File: src/rtl/riscv_pkg.sv
// Shared RISC-V front-end definitions: default widths, canonical NOP and fetch FSM states.
package riscv_pkg;

  localparam int unsigned INSTR_W = 32;
  localparam int unsigned ADDR_W  = 32;

  localparam logic [31:0] NOP = 32'h0000_0013;

  typedef enum logic {
    FETCH,
    DRAIN
  } fetch_state_t;

endpackage

File: src/rtl/instr_fetch_if.sv
// Fetch-stage bus bundle: imem request/response, redirect and decoder hand-off.
interface instr_fetch_if #(
  parameter int unsigned INSTR_WIDTH = riscv_pkg::INSTR_W,
  parameter int unsigned ADDR_WIDTH  = riscv_pkg::ADDR_W
);

  logic                   imem_req_valid;
  logic                   imem_req_ready;
  logic [ADDR_WIDTH-1:0]  imem_req_addr;
  logic                   imem_rsp_valid;
  logic [INSTR_WIDTH-1:0] imem_rsp_data;
  logic                   redirect_valid;
  logic [ADDR_WIDTH-1:0]  redirect_pc;
  logic                   instr_valid;
  logic                   instr_ready;
  logic [INSTR_WIDTH-1:0] instruction;
  logic [ADDR_WIDTH-1:0]  instr_pc;

  // Fetch unit side
  modport master (
    output imem_req_valid, imem_req_addr, instr_valid, instruction, instr_pc,
    input  imem_req_ready, imem_rsp_valid, imem_rsp_data, redirect_valid, redirect_pc,
    input  instr_ready
  );

  // Memory / decoder / branch-unit side
  modport slave (
    input  imem_req_valid, imem_req_addr, instr_valid, instruction, instr_pc,
    output imem_req_ready, imem_rsp_valid, imem_rsp_data, redirect_valid, redirect_pc,
    output instr_ready
  );

endinterface

File: src/rtl/fetch_fifo.sv
// Registered circular FIFO holding fetched {instruction, pc} entries with synchronous flush.
module fetch_fifo #(
  parameter int unsigned WIDTH = 64,
  parameter int unsigned DEPTH = 2
) (
  input  logic                     clk,
  input  logic                     rst_n,
  input  logic                     i_push,
  input  logic [WIDTH-1:0]         i_data,
  input  logic                     i_pop,
  input  logic                     i_flush,
  output logic [WIDTH-1:0]         o_data,
  output logic                     o_empty,
  output logic [$clog2(DEPTH):0]   o_count
);

  localparam int unsigned PTR_W = $clog2(DEPTH);
  localparam logic [PTR_W:0] FULL = (PTR_W + 1)'(DEPTH);

  logic [WIDTH-1:0] r_mem [DEPTH];
  logic [PTR_W-1:0] r_wr;
  logic [PTR_W-1:0] r_rd;
  logic [PTR_W:0]   r_count;
  logic             w_push;
  logic             w_pop;

  assign w_pop  = i_pop & (r_count != '0);
  // A push into a full FIFO is only accepted when the head leaves in the same cycle
  assign w_push = i_push & ((r_count != FULL) | w_pop);

  always_ff @(posedge clk or negedge rst_n) begin
    if (!rst_n) begin
      for (int unsigned i = 0; i < DEPTH; i++) begin
        r_mem[i] <= '0;
      end
      r_wr    <= '0;
      r_rd    <= '0;
      r_count <= '0;
    end else if (i_flush) begin
      r_wr    <= '0;
      r_rd    <= '0;
      r_count <= '0;
    end else begin
      if (w_push) begin
        r_mem[r_wr] <= i_data;
        r_wr        <= r_wr + PTR_W'(1);
      end
      if (w_pop) begin
        r_rd <= r_rd + PTR_W'(1);
      end
      r_count <= r_count + (PTR_W + 1)'(w_push) - (PTR_W + 1)'(w_pop);
    end
  end

  assign o_data  = r_mem[r_rd];
  assign o_empty = (r_count == '0);
  assign o_count = r_count;

endmodule

File: src/rtl/instr_fetch.sv
// Fetch stage: owns the PC, issues in-order imem reads under a credit limit, buffers
// returned words for the decoder and discards stale responses after a redirect.
module instr_fetch
  import riscv_pkg::*;
#(
  parameter int unsigned           INSTR_WIDTH = INSTR_W,
  parameter int unsigned           ADDR_WIDTH  = ADDR_W,
  parameter logic [ADDR_WIDTH-1:0] RESET_PC    = '0,
  parameter int unsigned           DEPTH       = 2
) (
  input logic           clk,
  input logic           rst_n,
  instr_fetch_if.master bus
);

  localparam int unsigned PTR_W = $clog2(DEPTH);
  localparam int unsigned CNT_W = PTR_W + 1;
  localparam int unsigned ENT_W = INSTR_WIDTH + ADDR_WIDTH;
  localparam logic [CNT_W:0] DEPTH_C = (CNT_W + 1)'(DEPTH);

  fetch_state_t          r_state;
  fetch_state_t          w_state_d;
  logic [ADDR_WIDTH-1:0] r_pc;
  logic [ADDR_WIDTH-1:0] w_pc_d;
  logic [CNT_W-1:0]      r_outstanding;
  logic [CNT_W-1:0]      w_outstanding_d;
  logic [CNT_W-1:0]      w_out_after;
  logic [CNT_W-1:0]      r_drop_cnt;
  logic [CNT_W-1:0]      w_drop_cnt_d;
  logic                  r_run;

  logic [ADDR_WIDTH-1:0] r_pcq [DEPTH];
  logic [PTR_W-1:0]      r_pcq_wr;
  logic [PTR_W-1:0]      r_pcq_rd;

  logic                  w_req_valid;
  logic                  w_req_hs;
  logic                  w_rsp_owned;
  logic                  w_rsp_keep;
  logic                  w_rsp_drop;
  logic                  w_pop;
  logic                  w_fifo_empty;
  logic [CNT_W-1:0]      w_fifo_count;
  logic [ENT_W-1:0]      w_fifo_data;
  logic [ADDR_WIDTH-1:0] w_redirect_pc;

  assign w_redirect_pc = bus.redirect_pc & ~ADDR_WIDTH'(3);

  // r_run keeps the request line low while reset is asserted and for the first edge after
  assign w_req_valid = r_run & (r_state == FETCH) &
                       (({1'b0, r_outstanding} + {1'b0, w_fifo_count}) < DEPTH_C);
  assign w_req_hs    = w_req_valid & bus.imem_req_ready;
  assign w_rsp_owned = bus.imem_rsp_valid & (r_drop_cnt == '0) & (r_outstanding != '0);
  assign w_rsp_keep  = w_rsp_owned & ~bus.redirect_valid;
  assign w_rsp_drop  = bus.imem_rsp_valid & (r_drop_cnt != '0);
  assign w_pop       = ~w_fifo_empty & bus.instr_ready;

  always_comb begin
    w_out_after     = r_outstanding + CNT_W'(w_req_hs) - CNT_W'(w_rsp_owned);
    w_state_d       = r_state;
    w_pc_d          = r_pc;
    w_outstanding_d = w_out_after;
    w_drop_cnt_d    = r_drop_cnt - CNT_W'(w_rsp_drop);
    if (w_req_hs) begin
      w_pc_d = r_pc + ADDR_WIDTH'(4);
    end
    if ((r_state == DRAIN) && (w_drop_cnt_d == '0)) begin
      w_state_d = FETCH;
    end
    if (bus.redirect_valid) begin
      w_pc_d = w_redirect_pc;
      // Everything still in flight, including a request accepted right now, becomes stale
      if (r_state == FETCH) begin
        w_outstanding_d = '0;
        w_drop_cnt_d    = w_out_after;
        w_state_d       = (w_out_after != '0) ? DRAIN : FETCH;
      end
    end
  end

  always_ff @(posedge clk or negedge rst_n) begin
    if (!rst_n) begin
      r_state       <= FETCH;
      r_pc          <= RESET_PC;
      r_outstanding <= '0;
      r_drop_cnt    <= '0;
      r_run         <= 1'b0;
    end else begin
      r_state       <= w_state_d;
      r_pc          <= w_pc_d;
      r_outstanding <= w_outstanding_d;
      r_drop_cnt    <= w_drop_cnt_d;
      r_run         <= 1'b1;
    end
  end

  // PCs of live requests, matched to responses in issue order
  always_ff @(posedge clk or negedge rst_n) begin
    if (!rst_n) begin
      for (int unsigned i = 0; i < DEPTH; i++) begin
        r_pcq[i] <= '0;
      end
      r_pcq_wr <= '0;
      r_pcq_rd <= '0;
    end else if (bus.redirect_valid) begin
      r_pcq_wr <= '0;
      r_pcq_rd <= '0;
    end else begin
      if (w_req_hs) begin
        r_pcq[r_pcq_wr] <= r_pc;
        r_pcq_wr        <= r_pcq_wr + PTR_W'(1);
      end
      if (w_rsp_owned) begin
        r_pcq_rd <= r_pcq_rd + PTR_W'(1);
      end
    end
  end

  fetch_fifo #(
    .WIDTH (ENT_W),
    .DEPTH (DEPTH)
  ) u_fifo (
    .clk     (clk),
    .rst_n   (rst_n),
    .i_push  (w_rsp_keep),
    .i_data  ({bus.imem_rsp_data, r_pcq[r_pcq_rd]}),
    .i_pop   (w_pop),
    .i_flush (bus.redirect_valid),
    .o_data  (w_fifo_data),
    .o_empty (w_fifo_empty),
    .o_count (w_fifo_count)
  );

  assign bus.imem_req_valid = w_req_valid;
  assign bus.imem_req_addr  = r_pc;
  assign bus.instr_valid    = ~w_fifo_empty;
  assign bus.instruction    = w_fifo_data[ENT_W-1:ADDR_WIDTH];
  assign bus.instr_pc       = w_fifo_data[ADDR_WIDTH-1:0];

endmodule

File: src/flat_wrapper.sv
// flat-port wrapper written by rule: the top's interface ports become plain ports
module instr_fetch_flat import riscv_pkg::*;
#(
  parameter int unsigned           INSTR_WIDTH = INSTR_W,
  parameter int unsigned           ADDR_WIDTH  = ADDR_W,
  parameter logic [ADDR_WIDTH-1:0] RESET_PC    = '0,
  parameter int unsigned           DEPTH       = 2
)
  (clk, rst_n, bus_imem_req_valid, bus_imem_req_addr, bus_instr_valid, bus_instruction, bus_instr_pc, bus_imem_req_ready, bus_imem_rsp_valid, bus_imem_rsp_data, bus_redirect_valid, bus_redirect_pc, bus_instr_ready);
  instr_fetch_if #(.INSTR_WIDTH(INSTR_WIDTH), .ADDR_WIDTH(ADDR_WIDTH)) bus_i ();
  input logic clk;
  input logic rst_n;
  output wire logic [$bits(bus_i.imem_req_valid)-1:0] bus_imem_req_valid;
  output wire logic [$bits(bus_i.imem_req_addr)-1:0] bus_imem_req_addr;
  output wire logic [$bits(bus_i.instr_valid)-1:0] bus_instr_valid;
  output wire logic [$bits(bus_i.instruction)-1:0] bus_instruction;
  output wire logic [$bits(bus_i.instr_pc)-1:0] bus_instr_pc;
  input wire logic [$bits(bus_i.imem_req_ready)-1:0] bus_imem_req_ready;
  input wire logic [$bits(bus_i.imem_rsp_valid)-1:0] bus_imem_rsp_valid;
  input wire logic [$bits(bus_i.imem_rsp_data)-1:0] bus_imem_rsp_data;
  input wire logic [$bits(bus_i.redirect_valid)-1:0] bus_redirect_valid;
  input wire logic [$bits(bus_i.redirect_pc)-1:0] bus_redirect_pc;
  input wire logic [$bits(bus_i.instr_ready)-1:0] bus_instr_ready;
  assign bus_imem_req_valid = bus_i.imem_req_valid;
  assign bus_imem_req_addr = bus_i.imem_req_addr;
  assign bus_instr_valid = bus_i.instr_valid;
  assign bus_instruction = bus_i.instruction;
  assign bus_instr_pc = bus_i.instr_pc;
  assign bus_i.imem_req_ready = bus_imem_req_ready;
  assign bus_i.imem_rsp_valid = bus_imem_rsp_valid;
  assign bus_i.imem_rsp_data = bus_imem_rsp_data;
  assign bus_i.redirect_valid = bus_redirect_valid;
  assign bus_i.redirect_pc = bus_redirect_pc;
  assign bus_i.instr_ready = bus_instr_ready;
  instr_fetch #(.INSTR_WIDTH(INSTR_WIDTH), .ADDR_WIDTH(ADDR_WIDTH), .RESET_PC(RESET_PC), .DEPTH(DEPTH)) u_core (.clk(clk), .rst_n(rst_n), .bus(bus_i));
endmodule
File: config.mk
export PLATFORM = sky130hd
export DESIGN_NAME = instr_fetch_flat
export DESIGN_NICKNAME = d
export VERILOG_FILES = /design/src/rtl/riscv_pkg.sv /design/src/rtl/instr_fetch_if.sv /design/src/rtl/fetch_fifo.sv /design/src/rtl/instr_fetch.sv /design/src/flat_wrapper.sv
export SDC_FILE = /design/constraint.sdc
export NUM_CORES = 1
export LEC_CHECK = 0
export CORE_UTILIZATION = 55
export DETAILED_ROUTE_END_ITERATION = 6
export PLACE_DENSITY = 0.91
export SYNTH_ARGS = -nofsm -noshare
export SYNTH_HDL_FRONTEND = slang
export SYNTH_HIERARCHICAL = 1
export SYNTH_SLANG_ARGS = --single-unit
File: constraint.sdc
create_clock -name clk -period 6.96 [get_ports clk]
set_clock_uncertainty 0.1 [all_clocks]
set_input_delay 1.044 -clock clk [delete_from_list [all_inputs] [get_ports clk]]
set_output_delay 1.044 -clock clk [all_outputs]
set_load 0.02 [all_outputs]
# --- Word level (Yosys, flattened, before mapping) ---
# Index checks and enable logic that the tools add are counted.
op_classes:
  addsub: 11
  order_cmp: 7
  n_eq_ne: 1
  n_mux: 31
  bitwise_logic: 18
  n_reduce_logical: 16
ops:
  columns: ["cell", "n"]
  rows:
  - ["two-way mux 64 bit", 4]
  - ["two-way mux 32 bit", 6]
  - ["bitwise mux 128 bit", 1]
  - ["bitwise mux 64 bit", 1]
  - ["demux 64 bit (select 1 bit)", 1]
  - ["adder 32 x 3 -> 32 bit (second input constant)", 1]
  - ["demux 32 bit (select 1 bit)", 1]
  - ["nonzero test 2 bit", 8]
  - ["two-way mux 1 bit", 12]
  - ["AND 1 bit", 10]
  - ["two-way mux 2 bit", 5]
  - ["greater-or-equal comparator 2 bit (second input constant)", 4]
  - ["inverter 1 -> 2 bit", 4]
  - ["zero test 2 bit", 3]
  - ["subtractor 2 x 1 -> 2 bit", 3]
  - ["adder 1 bit (second input constant)", 4]
  - ["adder 2 x 1 -> 2 bit", 2]
  - ["< comparator 2 x 1 -> 1 bit (second input constant)", 2]
  - ["AND reduction 2 bit", 2]
  - ["adder 2 x 2 -> 3 bit", 1]
  - ["logical AND 1 bit", 3]
  - ["< comparator 3 x 2 -> 1 bit (second input constant)", 1]
  - ["inverter 1 bit", 3]
  - ["inequality test 2 bit (second input constant)", 1]
  - ["OR 1 bit", 1]
word_totals:
  regBits: 236
  in_bits: 70
  out_inout_bits: 98
  elab_cells: 98

# --- Depth between registers and ports, before layout ---
# Gate-level depths: netlist of the first run.
logic_depth:
  ltp_word: 10
  depth_mapped: 13
  mapped_depth_nobuf: 12

# --- Cells and area by module ---
# The synthesis of the first run kept the hierarchy.
by_module_without_submodules:
  columns: ["module", "n_inst", "cells_each", "area_per_inst_um2", "seq_area_each_um2"]
  rows:
  - ["fetch_fifo", 1, 364, 5973.2, 3303.2]
  - ["instr_fetch", 1, 428, 4868.4, 2452.4]

# --- Least setup slack after synthesis of the first run ---
# Ideal clock, no wire load.
synth_path:
  path_type: "register -> register"
  start: "register u_core.u_fifo.r_count[0], in the netlist u_core/u_fifo/o_count[0]"
  end: "register u_core.r_state"
  arrival_time_ns: 3.094
  required_time_ns: 6.740
  path_slack_ns: 3.646
  stages_incl_launch_ff: 14
  path_buffers: 1
  path_cell_list: "dfrtp_1 > and2_1 > fa_1 > or4b_1 > buf_6 > inv_2 > nand2_1 > ha_1 > inv_1 > ha_1 > xor2_1 > xnor2_1 > nand2b_1 > a31o_2"
synth_via:
  elab_chain_len: 10
synth_lines:
  columns: ["element", "line", "source"]
  rows:
  - ["from (decl)", "fetch_fifo.sv:23", "logic [PTR_W:0] r_count;"]
  - ["from (signal assigned)", "fetch_fifo.sv:51", "r_count <= r_count + (PTR_W + 1)'(w_push) - (PTR_W + 1)'(w_pop);"]
  - ["adder 2 x 2 -> 3 bit", "instr_fetch.sv:51", "(({1'b0, r_outstanding} + {1'b0, w_fifo_count}) < DEPTH_C);"]
  - ["< comparator 3 x 2 -> 1 bit", "instr_fetch.sv:51", null]
  - ["AND 1 bit", "instr_fetch.sv:50", "assign w_req_valid = r_run & (r_state == FETCH) &"]
  - ["via bus_imem_req_valid", "flat_wrapper.sv:13", "output wire logic [$bits(bus_i.imem_req_valid)-1:0] bus_imem_req_valid;"]
  - ["AND 1 bit", "instr_fetch.sv:52", "assign w_req_hs = w_req_valid & bus.imem_req_ready;"]
  - ["adder 2 x 1 -> 2 bit", "instr_fetch.sv:59", "w_out_after = r_outstanding + CNT_W'(w_req_hs) - CNT_W'(w_rsp_owned);"]
  - ["subtractor 2 x 1 -> 2 bit", "instr_fetch.sv:59", null]
  - ["nonzero test 2 bit", "instr_fetch.sv:76", "w_state_d = (w_out_after != '0) ? DRAIN : FETCH;"]
  - ["two-way mux 1 bit", "instr_fetch.sv:76", null]
  - ["two-way mux 1 bit", "instr_fetch.sv:73", "if (r_state == FETCH) begin"]
  - ["two-way mux 1 bit", "instr_fetch.sv:70", "if (bus.redirect_valid) begin"]
  - ["via u_core.w_state_d", "instr_fetch.sv:22", "fetch_state_t w_state_d;"]
  - ["to (signal assigned)", "instr_fetch.sv:89", "r_state <= w_state_d;"]
  - ["to (decl)", "instr_fetch.sv:21", "fetch_state_t r_state;"]
# The timed path passes the listed nets, and every way through them passes these cells.
# A chain may end at the register's enable or synchronous reset.

# --- Worst setup path in the final report of the first run ---
layout_path:
  start: "register u_core.u_fifo.r_count[0], in the netlist u_core/u_fifo/o_count[0]"
  end: "output port bus_imem_req_valid"
layout_via:
  elab_chain_len: 3
layout_lines:
  columns: ["element", "line"]
  rows:
  - ["adder 2 x 2 -> 3 bit", "instr_fetch.sv:51"]
  - ["< comparator 3 x 2 -> 1 bit", "instr_fetch.sv:51"]
  - ["AND 1 bit", "instr_fetch.sv:50"]
  - ["to (decl)", "flat_wrapper.sv:13"]
# Every way passes these cells.

==> results.toml, run 1 <==
[pwr]
switchingPower_mw = 1.40
p_per_area_nw_per_um2 = 353
combPwrFrac_pct = 32.2
clkPwrFrac_pct = 27.3
peakVddDrop_mv = 0.198
p_int_mw = 3.34
total_power_mw = 4.74
pwr-share-seq_pct = 40.5
p_leak_nw = 5.98
sw_frac_of_total_pct = 29.6

[sta]
min_period_ns = 4.23
worst_pin_slew_ns = 1.08
tns_ns = 0
finalCritPeriodShare_pct = 60.7
slew_violations = 0
max_slew_margin_pct = 27.8
holdWs_ns = 0.382
timing.final.hold_violations = 0
finalSetupViolCount = 0
rsz0062_at_grt = "no"
fmax_mhz = 237

[route]
routed-via-count = 7021
postRouteAntennaNets = 0
first_iter_violations = 430
routed_wl_um = 24400
dr.pass1.iters = 5
drc = 0
wire_per_inst_um = 19.9
routed_via_density = 5.75

[yosys]
synth_edf_count = 0
syn_area_um2 = 10800
yosysSeqAreaShare_pct = 53.1
ys.flop_type = "dfrtp_1"
ys_seq_elements = 230
async_reset_ff_share_pct = 100
synth_warnings = 6
synth_cells = 792
synth.distinct_cells = 49
syn_avg_cell_area_um2 = 13.7

[final_layout]
layout.area.seq_um2 = 5760
final_util_pct = 70.6
antenna_cells = 0
final_cells = 1222
fill_cells = 1319
drive_gt1_share_pct = 34.6
fin_nets = 1021
multi_input_area_um2 = 4790
area_growth_pct = 23.8

[cts]
clk_latency_ns = 0.51
cts_sinks = 230
root_buffer = "clkbuf_16"
ctsHoldBuffers = 0
cts_max_level = 1
post_cts_resized = 0
cts_buffers = 24
cts_tree = "done"
post_cts_buffers = 0
clk_transition_reported_paths_ns = 0.06
cts_buffer_depth = 3

[setup_path]
cp_slowest_cell = "or4b_1"
endpoint_kind = "primary output"
path_cells = "and2_1, fa_1, or4b_1, inv_2, clkdlybuf4s50_1"
crit_path_max_incr_delay_ns = 0.74
path_max_fanout = 10
cp-start-kind = "flop"
crit_type = "reg -> out"
worstPathRequired_ns = 5.82
arrival_ns = 3.08

[floorplanning]
die_w_um = 142
start_util_pct = 57.0
dieArea_um2 = 20300
ios = 168
placementRows = 50
die_h_um = 142
coreArea_um2 = 19000

[grt]
track_usage_pct = 24.5
overflow = 0
grt_max_degree = 113
antenna_found_initial = 0
grt_pass1_vias = 7560
grt_pass1_wl_um = 39100

[placement]
dp_hpwl_um = 15400
place_inst = 1178
gp_congestion = 0.830
io_buffers = 163

[worst_hold_path]
hold_class = "reg -> reg"

[status]
status = "complete, no violations"

[run]
maxCapViolations = 0
-- path summary, 6_finish.rpt --
check	from	endpoint	slack [ns]	depth (start not counted)
max reg2reg	u_core/u_fifo/o_count[0]	u_core/r_state	3.24	12
min	u_core/u_fifo/r_mem[63]	u_core/u_fifo/r_mem[63]	0.38	1
min reg2reg	u_core/u_fifo/r_mem[63]	u_core/u_fifo/r_mem[63]	0.38	1
max	u_core/u_fifo/o_count[0]	bus_imem_req_valid	2.73	5
max in group asynchronous	rst_n	u_core/u_fifo/r_mem[49]	4.89	2
min in group asynchronous	rst_n	u_core/u_fifo/r_mem[22]	0.49	1
-- Yosys cell counts, types with 4 or more instances --
master | n | area share [%]
nand4_1 | 11 | 0.63
nor2_1 | 27 | 0.93
mux2_1 | 4 | 0.42
inv_1 | 9 | 0.31
and2_1 | 4 | 0.23
clkbuf_1 | 26 | 0.90
xor2_1 | 6 | 0.48
o31ai_1 | 11 | 0.76
buf_4 | 7 | 0.48
and4_1 | 4 | 0.32
buf_6 | 10 | 1.0
mux2_2 | 215 | 22
xnor2_1 | 11 | 0.89
or4_1 | 13 | 0.90
o21ai_0 | 20 | 0.92
buf_2 | 5 | 0.23
nor2b_1 | 5 | 0.29
ha_1 | 6 | 0.69
nor3_1 | 5 | 0.23
dfrtp_1 | 230 | 53
a31oi_1 | 14 | 0.81
nand3_1 | 12 | 0.55
mux2_4 | 60 | 8.3
nand2_1 | 31 | 1.1
a21oi_1 | 4 | 0.18
a22oi_1 | 4 | 0.28
-- final cells by class --
| class | instances | area share, % |
|---|---|---|
| clock buffer | 38 | 5.62 |
| inverter | 11 | 0.308 |
| multi-input combinational | 505 | 35.6 |
| sequential | 230 | 42.9 |
| tap | 260 | 2.42 |
| timing repair buffer | 172 | 12.7 |
| clock inverter | 6 | 0.429 |
-- per-layer routing --
layer / GRT usage (%) / part of all wire, % / up-vias / routed length (µm)
li1: - / - / 3153 / -
met1: 31.0 / 42 / 3585 / 10200
met2: 42.5 / 50 / 236 / 12100
met3: 4.48 / 5.8 / 47 / 1400
met4: 8.21 / 2.6 / 0 / 633
met5: 0 / 0 / - / 0
-- layout by cell type (no fill, tap or decap), drive strengths merged, types with 2 or more instances in the layout --
cell	count
buf	10
a31oi	14
mux2	279
nand2	31
clkbuf	38
nand3	12
and2	4
or3	4
xnor2	11
nor2	27
inv	10
clkinv	5
nor4	3
nor2b	5
and4	4
a211o	2
nand2b	2
clkdlybuf4s50	162
a21oi	4
or4	14
xor2	6
o21a	2
a22oi	4
nor4b	2
o31ai	11
conb	7
and3	2
dfrtp	230
nand4	11
or4b	3
ha	6
mux2i	2
o21ai	20
nor3	5
-- power groups by stage --
stage               Clock (mW)  Combinational (mW)  Sequential [mW]
floorplan                    0               0.960             1.88
global placement             0                1.48             1.90
finish                    1.29                1.53             1.92
CTS                       1.31                1.55             1.92
detailed placement           0                1.53             1.93
global route              1.36                1.63             1.96
-- kinds of logic after synthesis --
family	synth area share, %
multiplexers	31.2
flip-flops	53.1
AND/OR/NAND/NOR	6.73
buffers and inverters	3.14
AO/OA/AOI/OAI	3.49
XOR/XNOR	1.37
adder cells (fa/ha/maj)	0.877
other	0.0693
-- worst max-delay path: cells and delay by family, from the launching register on --
kind          cells  cell delay, ns
buf+inv           2            0.80
flops             1            0.42
simple gates      2            0.93
fa+ha+maj         1            0.43
-- per-stage QoR --
step / setup slack [ns] / instance area, µm²
final: 2.73 / 13400
after floorplan: 3.65 / 10900
after global placement: 2.42 / 12600
after detailed placement: 2.36 / 12600
after CTS: 2.73 / 13400
after global routing: 2.63 / 13400
-- registers in the layout, summed over array words and instances (netlist names), 2 cells and up --
signal                    count
u_core/u_fifo/r_mem         128
u_core/r_pcq                 60
u_core/bus.imem_req_addr     30
u_core/r_drop_cnt             2
u_core/r_outstanding          2
u_core/u_fifo/o_count         2
Note: power is estimated with default switching activity, not from simulation.
==> inputs of run 2 (changes only) <==
Settings changed: CORE_UTILIZATION 55 to 49, PLACE_DENSITY 0.91 to 0.87.
Clock period 6.96 ns to 3.5 ns, I/O delays scaled along.
==> results.toml, run 2 (synthesis gave the netlist of run 1 again) <==
[final_layout]
final_cells = 1257
largest-register = "u_core/u_fifo/r_mem"
antenna_cells = 0
final_common_cell = "dfrtp_1"
fin_nets = 1035
largest_register_ff_count = 128
drive_gt1_share_pct = 35.8
fill_cells = 1606
final_cell_mix = "229 x dfrtp_1, 215 x mux2_2, 160 x clkdlybuf4s50_1"
area_growth_pct = 25.5

[setup_path]
path_cells = "and2_1, fa_1, or4b_1, inv_2, nand2_1, ha_1, inv_1, ha_1, xor2_1, xnor2_2, nand2b_1, a31o_2"
crit_type = "reg -> reg"
cp_slowest_cell = "or4b_1"
path_max_fanout = 5
cp-start-kind = "flop"
path_delay_family = "simple AND/OR/NAND/NOR gates"
critPathMostFrequentCell = "ha_1"
endpoint_kind = "flop"
crit_path_max_incr_delay_ns = 0.57
worstPathRequired_ns = 3.81
critPathBufInv = 2
arrival_ns = 3.59

[sta]
max_slew_margin_pct = 55.1
setup_ws_ns = 0.226
finalSetupViolCount = 0
slew_violations = 0
worst_pin_slew_ns = 0.673
fmax_mhz = 305
holdWs_ns = 0.367
timing.final.hold_violations = 0
tns_ns = 0
min_period_ns = 3.27
finalCritPeriodShare_pct = 93.6
rsz0062_at_grt = "no"

[grt]
grt_max_degree = 90
overflow = 0
grt_pass1_vias = 7494
track_usage_pct = 22.1
antenna_found_initial = 1
grt_pass1_wl_um = 39400

[pwr]
switchingPower_mw = 2.79
total_power_mw = 9.42
peakVddDrop_mv = 0.359
p_int_mw = 6.63
sw_frac_of_total_pct = 29.6
combPwrFrac_pct = 32.2
p_per_area_nw_per_um2 = 692
clkPwrFrac_pct = 27.2
p_leak_nw = 6.07
pwr-share-seq_pct = 40.6

[floorplanning]
placementRows = 54
die_h_um = 151
ios = 168
start_util_pct = 49.8
coreArea_um2 = 21800
dieArea_um2 = 22700
die_w_um = 151

[route]
routed-via-count = 7018
postRouteAntennaNets = 0
wire_per_inst_um = 19.5
routed_wl_um = 24500
routed_via_density = 5.58
dr.pass1.iters = 4
drc = 0
first_iter_violations = 402

[placement]
dp_slack_ns = 0.229
io_buffers = 163
dp_hpwl_um = 16000
place_inst = 1210
gp_congestion = 0.794

[cts]
clk_latency_ns = 0.52
cts_tree = "done"
cts_buffers = 25
clk_transition_reported_paths_ns = 0.06
cts_sinks = 230
cts_buffer_depth = 3
root_buffer = "clkbuf_16"
cts_max_level = 1

[worst_hold_path]
hold_class = "in -> reg"

[run]
maxCapViolations = 0

[status]
status = "complete, no violations"
## run 2: path summary, 6_finish.rpt
path	start	to	slack [ns]	cells after the start
max	u_core/u_fifo/o_count[0]	u_core/r_state	0.23	12
min	bus_redirect_valid	u_core/u_fifo/o_count[0]	0.37	2
max reg2reg	u_core/u_fifo/o_count[0]	u_core/r_state	0.23	12
min reg2reg	u_core/u_fifo/r_mem[63]	u_core/u_fifo/r_mem[63]	0.38	1
max in group asynchronous	rst_n	u_core/u_fifo/r_mem[72]	1.97	3
min in group asynchronous	rst_n	u_core/u_fifo/r_mem[58]	0.50	2
## run 2: power groups by stage
| stage | logic [mW] | clock network, mW | registers [mW] |
|---|---|---|---|
| after floorplan | 1.91 | 0 | 3.74 |
| after global placement | 2.96 | 0 | 3.79 |
| after detailed placement | 3.04 | 0 | 3.85 |
| after CTS | 3.07 | 2.63 | 3.82 |
| after global routing | 3.27 | 2.73 | 3.91 |
| final | 3.04 | 2.56 | 3.82 |
## run 2: per-layer routing
layer,global-route usage [%],up-vias,share of wire (%)
met2,37.6,198,49
met5,0,-,0.069
li1,-,3188,-
met4,6.60,2,2.5
met1,28.5,3586,43
met3,4.30,44,6.0
## run 2: cell type report
type | instances | area, µm² | share of cell area, %
Multi-Input combinational cell | 505 | 4790 | 35.2
Inverter | 11 | 41.3 | 0.303
Sequential cell | 230 | 5760 | 42.3
Clock buffer | 39 | 778 | 5.72
Tap cell | 280 | 350 | 2.57
Timing Repair Buffer | 185 | 1850 | 13.6
Clock inverter | 7 | 41.3 | 0.303
## run 2: timing repair
action	CTS	global route
buffers inserted	0	0
resized for setup	1	1
hold buffers	1	0
setup endpoints to repair	1	1
endpoints found under the hold margin	85	0
## run 2: per-stage QoR
step | area (µm²) | util (%)
final | 13600 | 62.6
after global routing | 13600 | 62.6
after CTS | 13600 | 62.5
after detailed placement | 12800 | 58.7
after global placement | 12800 | 58.7
after floorplan | 10900 | -
==> inputs of run 3 (changes only) <==
Settings changed: CORE_UTILIZATION 49 to 50, DONT_BUFFER_PORTS set to 1, PLACE_DENSITY 0.87 to 0.78, RECOVER_POWER set to 100.
==> results.toml, run 3 (synthesis gave the netlist of run 1 again) <==
[setup_path]
cp_slowest_cell = "or4b_1"
crit_type = "reg -> reg"
critPathBufInv = 1
cp-start-kind = "flop"
path_max_fanout = 19
path_delay_family = "simple AND/OR/NAND/NOR gates"
r2r_slack_ns = 0.17
arrival_ns = 3.65
crit_path_max_incr_delay_ns = 0.58
r2r_start = "u_core/u_fifo/o_count[0]"
worstPathRequired_ns = 3.83
r2r-end = "u_core/bus.imem_req_addr[22]"
endpoint_kind = "flop"
reg2reg_depth = 7
path_cells = "and2_0, fa_1, or4b_1, clkbuf_1, or3_4, or4_1, a31oi_1"

[final_layout]
area_growth_pct = 8.19
antenna_cells = 0
multi_input_area_um2 = 4580
final_common_cell = "dfrtp_1"
final_cell_mix = "229 x dfrtp_1, 152 x mux2_2, 120 x mux2_1"
drive_gt1_share_pct = 26.5
final_util_pct = 55.5
largest-register = "u_core/u_fifo/r_mem"
fin_nets = 871
largest_register_ff_count = 128
layout.area.seq_um2 = 5760
fill_cells = 1755

[grt]
track_usage_pct = 20.5
antenna_found_initial = 1
grt_pass1_vias = 6548
grt_max_degree = 231
overflow = 0
grt_pass1_wl_um = 36100

[route]
first_iter_violations = 184
wire_per_inst_um = 20.8
routed_wl_um = 22600
postRouteAntennaNets = 0
routed-via-count = 6277
drc = 0
dr.pass1.iters = 4
routed_via_density = 5.77

[sta]
finalCritPeriodShare_pct = 95.1
timing.final.hold_violations = 230
min_period_ns = 3.33
tns_ns = 0
rsz0062_at_grt = "no"
slew_violations = 0
worst_pin_slew_ns = 1.15
finalSetupViolCount = 0
fmax_mhz = 300
max_slew_margin_pct = 23.1
holdWs_ns = -0.384
setup_ws_ns = 0.172

[floorplanning]
placementRows = 53
ios = 168
die_w_um = 149
start_util_pct = 51.3
coreArea_um2 = 21200
die_h_um = 149
dieArea_um2 = 22300

[cts]
post_cts_resized = 0
cts_tree = "done"
cts_sinks = 230
clk_transition_reported_paths_ns = 0.06
cts_buffer_depth = 3
post_cts_buffers = 0
ctsHoldBuffers = 1
clk_latency_ns = 0.51
root_buffer = "clkbuf_16"
cts_max_level = 1
cts_buffers = 25

[worst_hold_path]
hold_class = "in -> async"

[placement]
dp_slack_ns = 0.289
dp_hpwl_um = 14300
io_buffers = 0
gp_congestion = 0.741

[run]
maxCapViolations = 0

[pwr]
peakVddDrop_mv = 0.308
p_per_area_nw_per_um2 = 745
p_leak_nw = 5.48

[status]
violations = "hold timing"
status = "complete, but fails checks"
-- run 3: cell count changes in the layout (fill, tap and decap cells not counted), moves of 10 or more --
cell,previous run,this run
mux2_2,215,152
clkbuf_1,4,14
mux2_1,4,120
clkdlybuf4s50_1,160,0
buf_4,17,2
mux2_4,60,7
-- run 3: metal layers --
metal	global-route usage [%]	part of all wire, %	up-vias	wire length [µm]
li1	-	-	2867	-
met1	27.2	44	3193	9900
met3	4.31	6.0	44	1360
met5	0	0	-	0
met4	6.07	2.4	0	542
met2	33.8	48	173	10800
-- run 3: power breakdown --
part / switching (mW) / internal, mW / total [mW]
combinational: 1.10 / 0.976 / 2.08
clock: 1.04 / 1.78 / 2.83
sequential: 0.448 / 3.38 / 3.83
-- run 3: worst max-delay path by stage --
stage                     slack (ns)  cells after the start                           end                      from
after floorplan                 0.19                     13                u_core/r_state  u_core/u_fifo/o_count[0]
after global placement          0.32                      7  u_core/bus.imem_req_addr[22]  u_core/u_fifo/o_count[0]
after detailed placement        0.29                     12                u_core/r_state  u_core/u_fifo/o_count[0]
after CTS                       0.16                     12                u_core/r_state  u_core/u_fifo/o_count[0]
after global routing            0.04                      6       u_core/u_fifo/r_mem[54]   u_core/r_outstanding[1]
final                           0.17                      7  u_core/bus.imem_req_addr[22]  u_core/u_fifo/o_count[0]
-- run 3: layout make-up --
type	count	area share, %
sequential	230	49.1
multi-input combinational	505	39.0
clock buffer	33	6.02
tap	275	2.93
clock inverter	12	1.60
timing repair buffer	21	0.992
inverter	11	0.352
-- run 3: metrics by stage --
| stage | power (mW) | cell area [µm²] | std cells |
|---|---|---|---|
| final | 8.74 | 11700 | 1087 |
| after detailed placement | 6.10 | 11100 | 1041 |
| after floorplan | 5.65 | 10900 | 797 |
| after global routing | 9.18 | 11700 | 1087 |
| after global placement | 6.00 | 11100 | 1041 |
| after CTS | 8.98 | 12000 | 1087 |
